## src/rtl/uart_pkg.sv

```systemverilog
// Shared UART definitions: receiver state encoding and the parity rule used by both link ends.
package uart_pkg;

    localparam int unsigned MAX_DATA_W = 16;

    typedef enum logic [2:0] {
        IDLE   = 3'd0,
        START  = 3'd1,
        DATA   = 3'd2,
        PARITY = 3'd3,
        STOP   = 3'd4
    } uart_state_t;

    // Zero-extension of narrower words leaves the reduction unchanged.
    function automatic logic par(input logic [MAX_DATA_W-1:0] data, input logic odd_or_even);
        return odd_or_even ? ^data : ~^data;
    endfunction

endpackage

```

## src/rtl/uart_receiver_if.sv

```systemverilog
// Host-side result bus of the UART receiver.
interface uart_receiver_if #(
    parameter int unsigned data_width = 8
) ();

    logic [data_width-1:0] data_out;
    logic                  rx_valid;
    logic                  parity_err;
    logic                  frame_err;
    logic                  busy;

    modport master (
        output data_out,
        output rx_valid,
        output parity_err,
        output frame_err,
        output busy
    );

    modport slave (
        input data_out,
        input rx_valid,
        input parity_err,
        input frame_err,
        input busy
    );

endinterface

```

## src/rtl/uart_rx_sync.sv

```systemverilog
// Two-flop synchroniser for the asynchronous rx line; resets to the idle (high) level.
module uart_rx_sync (
    input  logic clk,
    input  logic rst,
    input  logic d,
    output logic q
);

    logic [1:0] sync_ff;

    always_ff @(posedge clk or negedge rst) begin
        if (!rst) begin
            sync_ff <= 2'b11;
        end else begin
            sync_ff <= {sync_ff[0], d};
        end
    end

    assign q = sync_ff[1];

endmodule

```

## src/rtl/uart_receiver.sv

```systemverilog
// UART receive path: start-bit validation, mid-bit sampling on an oversample tick,
// optional parity, stop check, one-cycle result strobe to the host.
module uart_receiver
    import uart_pkg::*;
#(
    parameter int unsigned data_width = 8,
    parameter int unsigned oversample = 16
) (
    input  logic                clk,
    input  logic                rst,
    input  logic                rx,
    input  logic                rx_tick,
    input  logic                parity_en,
    input  logic                odd_or_even_parity,
    uart_receiver_if.master     host
);

    localparam int unsigned TICK_W   = $clog2(oversample);
    localparam int unsigned BIT_W    = $clog2(data_width);
    localparam int unsigned TICK_MID = oversample / 2 - 1;
    localparam int unsigned TICK_END = oversample - 1;
    localparam int unsigned BIT_END  = data_width - 1;

    logic                  rx_s;
    uart_state_t           state_q, state_d;
    logic [TICK_W-1:0]     tick_q, tick_d;
    logic [BIT_W-1:0]      bit_q, bit_d;
    logic [data_width-1:0] shift_q, shift_d;
    logic                  par_bit_q, par_bit_d;
    logic                  par_en_q, par_en_d;
    logic                  odd_q, odd_d;
    logic                  armed_q, armed_d;
    logic [data_width-1:0] data_q, data_d;
    logic                  valid_q, valid_d;
    logic                  perr_q, perr_d;
    logic                  ferr_q, ferr_d;
    logic                  tick_mid, tick_last;

    uart_rx_sync u_sync (
        .clk (clk),
        .rst (rst),
        .d   (rx),
        .q   (rx_s)
    );

    assign tick_mid  = (tick_q == TICK_W'(TICK_MID));
    assign tick_last = (tick_q == TICK_W'(TICK_END));

    always_ff @(posedge clk or negedge rst) begin
        if (!rst) begin
            state_q   <= IDLE;
            tick_q    <= '0;
            bit_q     <= '0;
            shift_q   <= '0;
            par_bit_q <= 1'b0;
            par_en_q  <= 1'b0;
            odd_q     <= 1'b0;
            armed_q   <= 1'b1;
            data_q    <= '0;
            valid_q   <= 1'b0;
            perr_q    <= 1'b0;
            ferr_q    <= 1'b0;
        end else begin
            state_q   <= state_d;
            tick_q    <= tick_d;
            bit_q     <= bit_d;
            shift_q   <= shift_d;
            par_bit_q <= par_bit_d;
            par_en_q  <= par_en_d;
            odd_q     <= odd_d;
            armed_q   <= armed_d;
            data_q    <= data_d;
            valid_q   <= valid_d;
            perr_q    <= perr_d;
            ferr_q    <= ferr_d;
        end
    end

    // Everything advances only on rx_tick; armed blocks re-triggering on a held-low (break) line.
    always_comb begin
        state_d   = state_q;
        tick_d    = tick_q;
        bit_d     = bit_q;
        shift_d   = shift_q;
        par_bit_d = par_bit_q;
        par_en_d  = par_en_q;
        odd_d     = odd_q;
        armed_d   = armed_q;
        data_d    = data_q;
        valid_d   = 1'b0;
        perr_d    = perr_q;
        ferr_d    = ferr_q;

        if (rx_tick) begin
            case (state_q)
                IDLE: begin
                    if (rx_s) begin
                        armed_d = 1'b1;
                    end else if (armed_q) begin
                        state_d  = START;
                        tick_d   = '0;
                        par_en_d = parity_en;
                        odd_d    = odd_or_even_parity;
                    end
                end
                START: begin
                    if (tick_mid) begin
                        if (!rx_s) begin
                            state_d = DATA;
                            tick_d  = '0;
                            bit_d   = '0;
                        end else begin
                            state_d = IDLE;
                        end
                    end else begin
                        tick_d = tick_q + TICK_W'(1);
                    end
                end
                DATA: begin
                    if (tick_last) begin
                        tick_d         = '0;
                        shift_d[bit_q] = rx_s;
                        if (bit_q == BIT_W'(BIT_END)) begin
                            state_d = par_en_q ? PARITY : STOP;
                        end else begin
                            bit_d = bit_q + BIT_W'(1);
                        end
                    end else begin
                        tick_d = tick_q + TICK_W'(1);
                    end
                end
                PARITY: begin
                    if (tick_last) begin
                        tick_d    = '0;
                        par_bit_d = rx_s;
                        state_d   = STOP;
                    end else begin
                        tick_d = tick_q + TICK_W'(1);
                    end
                end
                STOP: begin
                    if (tick_last) begin
                        tick_d  = '0;
                        data_d  = shift_q;
                        valid_d = 1'b1;
                        ferr_d  = ~rx_s;
                        perr_d  = par_en_q & (par_bit_q != par(MAX_DATA_W'(shift_q), odd_q));
                        armed_d = rx_s;
                        state_d = IDLE;
                    end else begin
                        tick_d = tick_q + TICK_W'(1);
                    end
                end
                default: begin
                    state_d = IDLE;
                end
            endcase
        end
    end

    assign host.data_out   = data_q;
    assign host.rx_valid   = valid_q;
    assign host.parity_err = perr_q;
    assign host.frame_err  = ferr_q;
    assign host.busy       = (state_q != IDLE);

endmodule

```

## src/flat_wrapper.sv

```systemverilog
// flat-port wrapper written by rule: the top's interface ports become plain ports
module uart_receiver_flat import uart_pkg::*;
#(
    parameter int unsigned data_width = 8,
    parameter int unsigned oversample = 16
)
  (clk, rst, rx, rx_tick, parity_en, odd_or_even_parity, host_data_out, host_rx_valid, host_parity_err, host_frame_err, host_busy);
  uart_receiver_if #(.data_width(data_width)) host_i ();
  input  logic clk;
  input  logic rst;
  input  logic rx;
  input  logic rx_tick;
  input  logic parity_en;
  input  logic odd_or_even_parity;
  output wire logic [$bits(host_i.data_out)-1:0] host_data_out;
  output wire logic [$bits(host_i.rx_valid)-1:0] host_rx_valid;
  output wire logic [$bits(host_i.parity_err)-1:0] host_parity_err;
  output wire logic [$bits(host_i.frame_err)-1:0] host_frame_err;
  output wire logic [$bits(host_i.busy)-1:0] host_busy;
  assign host_data_out = host_i.data_out;
  assign host_rx_valid = host_i.rx_valid;
  assign host_parity_err = host_i.parity_err;
  assign host_frame_err = host_i.frame_err;
  assign host_busy = host_i.busy;
  uart_receiver #(.data_width(data_width), .oversample(oversample)) u_core (.clk(clk), .rst(rst), .rx(rx), .rx_tick(rx_tick), .parity_en(parity_en), .odd_or_even_parity(odd_or_even_parity), .host(host_i));
endmodule
```

## config.mk

```make
export PLATFORM = sky130hd
export DESIGN_NAME = uart_receiver_flat
export DESIGN_NICKNAME = d
export VERILOG_FILES = /design/src/rtl/uart_pkg.sv /design/src/rtl/uart_receiver_if.sv /design/src/rtl/uart_rx_sync.sv /design/src/rtl/uart_receiver.sv /design/src/flat_wrapper.sv
export SDC_FILE = /design/constraint.sdc
export NUM_CORES = 1
export LEC_CHECK = 0
export CAP_MARGIN = 20
export CORE_MARGIN = 5
export CORE_UTILIZATION = 56
export DETAILED_ROUTE_END_ITERATION = 8
export HOLD_SLACK_MARGIN = 0.1
export PLACE_DENSITY = 0.76
export SYNTH_ARGS = -nofsm -noshare
export SYNTH_HDL_FRONTEND = slang
export SYNTH_SLANG_ARGS = --single-unit
```

## constraint.sdc

```tcl
create_clock -name clk -period 2.2 [get_ports clk]
set_clock_uncertainty 0.05 [all_clocks]
set_input_delay 0.44 -clock clk [delete_from_list [all_inputs] [get_ports clk]]
set_output_delay 0.44 -clock clk [all_outputs]
set_load 0.005 [all_outputs]
```

## After elaboration in Yosys (flattened, before gate mapping)

Cells that the tools add are included.

| word-level totals | value |
|---|---|
| bits in registers | 35 |
| latch bits | 0 |
| RAM bits | 0 |
| bits in read-only memories | 0 |
| bits of input ports | 6 |
| output and inout port bits | 12 |
| word-level logic and storage cells | 86 |
| memories kept | 0 |

| cells by class | value |
|---|---|
| add/subtract/negate cells | 2 |
| multiply operators | 0 |
| div/mod/pow operators | 0 |
| order comparisons | 2 |
| equal/unequal tests | 19 |
| shift operators | 0 |
| mux-type cells | 31 |
| bitwise logic cells | 2 |
| reduce and logical (&&, ||, !) cells | 17 |

Operators with widths:

| kind | number |
|---|---|
| 2-to-1 mux 3 bit | 12 |
| 2-to-1 mux 4 bit | 5 |
| XNOR reduction 16 bit | 1 |
| parity 16 bit | 1 |
| one-hot mux 3 bit (5 select lines) | 1 |
| != test 2 x 1 -> 1 bit, second input constant | 6 |
| one-hot mux 4 bit (3 select lines) | 1 |
| AND reduction 3 bit | 3 |
| bitwise mux 8 bit | 1 |
| != test 2 bit, second input constant | 4 |
| AND reduction 4 bit | 2 |
| AND reduction 8 bit | 1 |
| 2-to-1 mux 1 bit | 7 |
| equality test 3 x 2 -> 1 bit, second input constant | 2 |
| equality test 3 bit, second input constant | 2 |
| one-hot mux 3 bit (2 select lines) | 1 |
| AND reduction 6 bit | 1 |
| nonzero test 3 bit | 2 |
| AND reduction 5 bit | 1 |
| adder 4 x 1 -> 4 bit, second input constant | 1 |
| equality test 4 x 3 -> 1 bit, second input constant | 1 |
| equality test 4 bit, second input constant | 1 |
| < comparator 3 x 4 -> 1 bit, second input constant | 1 |
| nonzero test 2 bit | 2 |
| 13 further kinds | 13 |

## Longest topological paths before layout

| depth | value |
|---|---|
| depth in word-level cells | 5 |
| mapped depth | 6 |
| depth with buffers taken out | 6 |

## Hierarchy

Synthesis repeated with hierarchy kept, for this count alone.

| second synthesis, totals | value |
|---|---|
| cell total of the unflattened synthesis | 157 |
| area total of the unflattened synthesis | 1810.5 sq um |

By module, submodules not included:

| module | times used | cells each | area each (sq um) | seq. area each (sq um) |
|---|---|---|---|---|
| uart_receiver | 1 | 155 | 1757.9 | 827.0 |
| uart_rx_sync | 1 | 2 | 52.6 | 52.6 |

## Worst setup path before layout

No wires, ideal clock.

| timing | value |
|---|---|
| path type | register to register |
| start point | register u_core.state_q[2] |
| end point | register u_core.shift_q[4] |
| library setup time | 0.128 ns |
| arrival | 1.732 ns |
| required time | 2.022 ns |
| slack | 0.291 ns |
| stages on the path, launching flop included | 6 |
| path buffers | 1 |
| clock period less this slack | 1.909 ns |
| path through | dfrtp_1 buf_6 or3b_4 or3_4 nor3b_2 mux2_1 |

| on the way | value |
|---|---|
| word-level cells in the longest chain between the ends | 2 |

RTL lines:

| item | RTL line | source |
|---|---|---|
| from (decl) | uart_receiver.sv:25 | `uart_state_t state_q, state_d;` |
| from (signal assigned) | uart_receiver.sv:64 | `state_q <= state_d;` |
| equality test 3 x 2 -> 1 bit | uart_receiver.sv:95 | `case (state_q)` |
| AND reduction 3 bit (no source line) | n/a |  |
| to (signal assigned) | uart_receiver.sv:67 | `shift_q <= shift_d;` |
| to (decl) | uart_receiver.sv:28 | `logic [data_width-1:0] shift_q, shift_d;` |

Every way passes these cells.
A chain may end at the register's enable or synchronous reset.

## Worst setup path after layout

| timing | value |
|---|---|
| start point | register u_core.state_q[1] |
| end point | output port host_busy |

| on the way | value |
|---|---|
| word-level cells in the longest chain between the ends | 1 |

RTL lines:

| item | RTL line | source |
|---|---|---|
| nonzero test 3 bit | uart_receiver.sv:165 | `assign host.busy = (state_q != IDLE);` |
| to (decl) | flat_wrapper.sv:19 | `output wire logic [$bits(host_i.busy)-1:0] host_busy;` |

Every way passes these cells.

==> flow_metrics.py <==
metrics = {
    "run_status": {
        "outcome": "completed",
    },
    "clock_tree": {
        "clkSlewWorstSetupHoldPaths_ns": 0.11,
        "cts_max_path_buffers": 2,
        "cts-root-buf": "clkbuf_4",
        "htreeDepth": 2,
        "clk_latency_ns": 0.35,
        "numClockSinks": 35,
        "cts_buffers": 5,
        "cts_tree": "yes",
        "cts_setup_buffers": 0,
    },
    "global_routing": {
        "grt_pass1_vias": 1274,
        "grt_usage_pct": 17.31,
        "grt_pass1_wl_mm": 5.706,
        "grt_max_degree": 36,
        "overflow": 0,
        "grt_antenna_before_repair": 0,
    },
    "die": {
        "core-area_sq_mm": 0.003053,
        "die_area_sq_mm": 0.004399,
        "rows": 20,
        "die_y_um": 66.33,
        "ios": 18,
        "fp.dieW_um": 66.33,
        "start_util_pct": 58.20,
    },
    "sta": {
        "max_freq_mhz": 467.2,
        "fin_tns_setup_ns": 0,
        "maxSlewHeadroom_pct": 69.88,
        "slew_viol_final": 0,
        "min_period_over_period_pct": 97.30,
        "setup_viol": 0,
        "worst_pin_slew_ns": 0.4508,
        "final_hold_viol_count": 0,
        "fin_crit_ns": 2.140,
        "rsz0062_at_grt": "false",
    },
    "synthesis": {
        "synth_area_per_cell_sq_um": 10.33,
        "synth_xor_area_share_pct": 4.718,
        "synth_cell_types": 41,
        "ys_seq_elements": 35,
        "synthMuxAreaShare_pct": 10.00,
        "synthFlopType": "dfrtp_1",
        "synth-edff-count": 0,
        "async_flop_share_pct": 100.0,
        "synth_compound_gate_area_share_pct": 9.577,
        "synth_fa_ha_area_share_pct": 2.113,
        "syn_area_sq_mm": 0.001777,
        "syn_inst": 172,
        "seq_area_frac_synth_pct": 49.51,
        "synth_top_family_by_area": "simple AND/OR/NAND/NOR gates",
        "synth_simple_gate_area_share_pct": 19.86,
        "yosys_warnings": 0,
        "syn_nets": 181,
    },
    "pwr": {
        "power_leakage_nw": 0.9479,
        "peakVddDrop_mv": 0.4842,
        "p_per_area_mw_per_mm2": 903.2,
    },
    "routing": {
        "drt-vias-per-instance": 5.470,
        "drcViolationCount": 0,
        "drt_iter0_markers": 65,
        "vias": 1291,
        "wl_mm": 3.371,
        "dr.pass1.iters": 4,
        "routedWlPerCell_um": 14.28,
        "ant_nets": 0,
    },
    "hold_path": {
        "min_to": "u_core.u_sync.sync_ff[1]",
        "hold_class": "reg2reg",
        "min_path_cells": 0,
        "hold_start": "u_core.u_sync.sync_ff[0]",
    },
    "worst_setup_path": {
        "crit_type": "reg2out",
        "reg2reg_slack_ns": 0.20,
        "start_kind": "register",
        "worstPathMaxFanout": 9,
        "cp.required_ns": 1.71,
        "crit_path_end_kind": "primary output",
        "r2r_cells": 4,
        "r2r_start": "u_core.state_q[1]",
        "r2r_end": "u_core.shift_q[4]",
        "cp.arrival_ns": 1.65,
    },
    "flow_run": {
        "cap_violations": 0,
    },
    "finish": {
        "instances_no_fill": 236,
        "area_delta_synth_final_pct": 15.35,
        "n_antenna_cell": 0,
        "layout-drive-gt1-share_pct": 18.23,
        "nets": 200,
    },
    "placed_design": {
        "portBuffers": 17,
        "globalplace.congestion": 0.8062,
        "dp.cells": 228,
        "place_hpwl_mm": 2.383,
    },
}
critical path: stages (launching register included):
cell and delay [ns]:
dfrtp_1 0.50, nor3_4 0.24, inv_1 0.12, clkdlybuf4s50_1 0.46
area by class of cell:
type,instances,area [sq um]
well taps,44,55.05
inverters,7,26.28
clock inverters,2,12.51
flip-flops and latches,35,880.8
clock buffers,6,41.29
multi-input cells,121,833.3
fillers,269,1003
repair buffers,21,200.2
placed cells by master, fill, tap and decap left out, types with 2 or more instances in the layout:
| cell type | count |
|---|---|
| nand2_1 | 35 |
| dfrtp_1 | 31 |
| clkdlybuf4s50_1 | 17 |
| mux2_2 | 13 |
| o21ai_0 | 8 |
| xnor2_1 | 7 |
| inv_1 | 6 |
| nand3_1 | 5 |
| nor2_1 | 5 |
| clkbuf_4 | 5 |
| and3_1 | 4 |
| a21oi_1 | 4 |
| buf_4 | 4 |
| nand3b_1 | 3 |
| ha_1 | 3 |
| dfstp_2 | 3 |
| nor3b_1 | 2 |
| nor2b_1 | 2 |
| a211oi_1 | 2 |
| a22o_1 | 2 |
| nand2b_1 | 2 |
| nand4_1 | 2 |
| o31ai_1 | 2 |
| nor3_1 | 2 |
| nor3b_2 | 2 |
| mux2i_1 | 2 |
logic make-up after synthesis:
kind of cell | after synthesis
AND/OR/NAND/NOR | 69
buffers and inverters | 16
multiplexers | 16
XOR/XNOR | 8
flip-flops | 35
adder cells (fa/ha/maj) | 3
AO/OA/AOI/OAI | 25
state kept, by name (all words and copies together), names as in the netlist:
signal	flops
u_core.par_en_q	1
u_core.state_q	3
u_core.bit_q	3
u_core.host.frame_err	1
u_core.armed_q	1
u_core.host.data_out	8
u_core.u_sync.sync_ff	2
u_core.shift_q	8
u_core.host.parity_err	1
u_core.par_bit_q	1
u_core.tick_q	4
u_core.odd_q	1
u_core.host.rx_valid	1
routing by layer:
layer / global-route usage, % / up-vias / part of all wire [%]
met2: 26.64 / 30 / 45
met3: 5.442 / 6 / 4.9
met1: 22.21 / 618 / 48
met5: 0 / - / 0
li1: - / 637 / -
met4: 7.614 / 0 / 1.8
cells in the mapped netlist (2+ instances only):
library cell | n | share of area [%]
a21oi_1 | 4 | 1.1
and3_1 | 4 | 1.4
nand2b_1 | 2 | 0.70
nand3b_1 | 3 | 1.3
nor3_1 | 3 | 0.84
dfrtp_1 | 32 | 45
nand2_1 | 35 | 7.4
nor2b_1 | 2 | 0.70
buf_4 | 2 | 0.84
o21ai_0 | 8 | 2.3
xnor2_1 | 7 | 3.5
mux2i_1 | 2 | 1.1
clkbuf_1 | 5 | 1.1
a22o_1 | 2 | 0.99
nor3b_2 | 2 | 1.4
nand3_1 | 5 | 1.4
dfstp_2 | 3 | 4.4
nor3b_1 | 2 | 0.84
inv_1 | 6 | 1.3
o31ai_1 | 2 | 0.84
nand4_1 | 2 | 0.70
a211oi_1 | 2 | 0.84
nor2_1 | 5 | 1.1
ha_1 | 3 | 2.1
mux2_2 | 13 | 8.2
metrics by stage:
stage | setup WS [ns] | util [%] | cell area (sq um) | hold WS, ns | total power [W]
after floorplan | 0.2906 | - | 1777 | 0.09441 | 0.001343
after global placement | 0.01790 | 64.96 | 1983 | 0.2986 | 0.001443
after detailed placement | -0.02158 | 64.96 | 1983 | 0.3018 | 0.001480
after CTS | 0.02275 | 66.93 | 2043 | 0.3215 | 0.001842
after global routing | 0.007323 | 67.13 | 2049 | 0.3238 | 0.001972
final | 0.05951 | 67.13 | 2049 | 0.3203 | 0.001851
report_power, final:
part           total [W]  leakage (nW)  internal [W]  switching [W]
registers       0.000920         0.463      0.000751       0.000169
clock network   0.000350        0.0282      0.000123       0.000226
logic           0.000581         0.457      0.000292       0.000289
total            0.00185         0.948       0.00117       0.000684
worst max-delay path by stage:
stage / startpoint / endpoint / cells after the start
global placement: rx_tick / u_core.shift_q[4] / 5
global route: u_core.state_q[1] / host_busy / 3
CTS: u_core.state_q[2] / host_busy / 3
detailed placement: rx_tick / u_core.shift_q[2] / 5
finish: u_core.state_q[1] / host_busy / 3
floorplan: u_core.state_q[2] / u_core.shift_q[4] / 5
timing repair:
item / 4_1_cts / 5_1_grt
gates resized for setup: 2 / 1
hold endpoints to repair: 0 / 0
setup endpoints to repair: 1 / 1
hold buffers: 0 / 0
pin swaps: 0 / 0
Note: power is estimated with default switching activity, not from simulation.
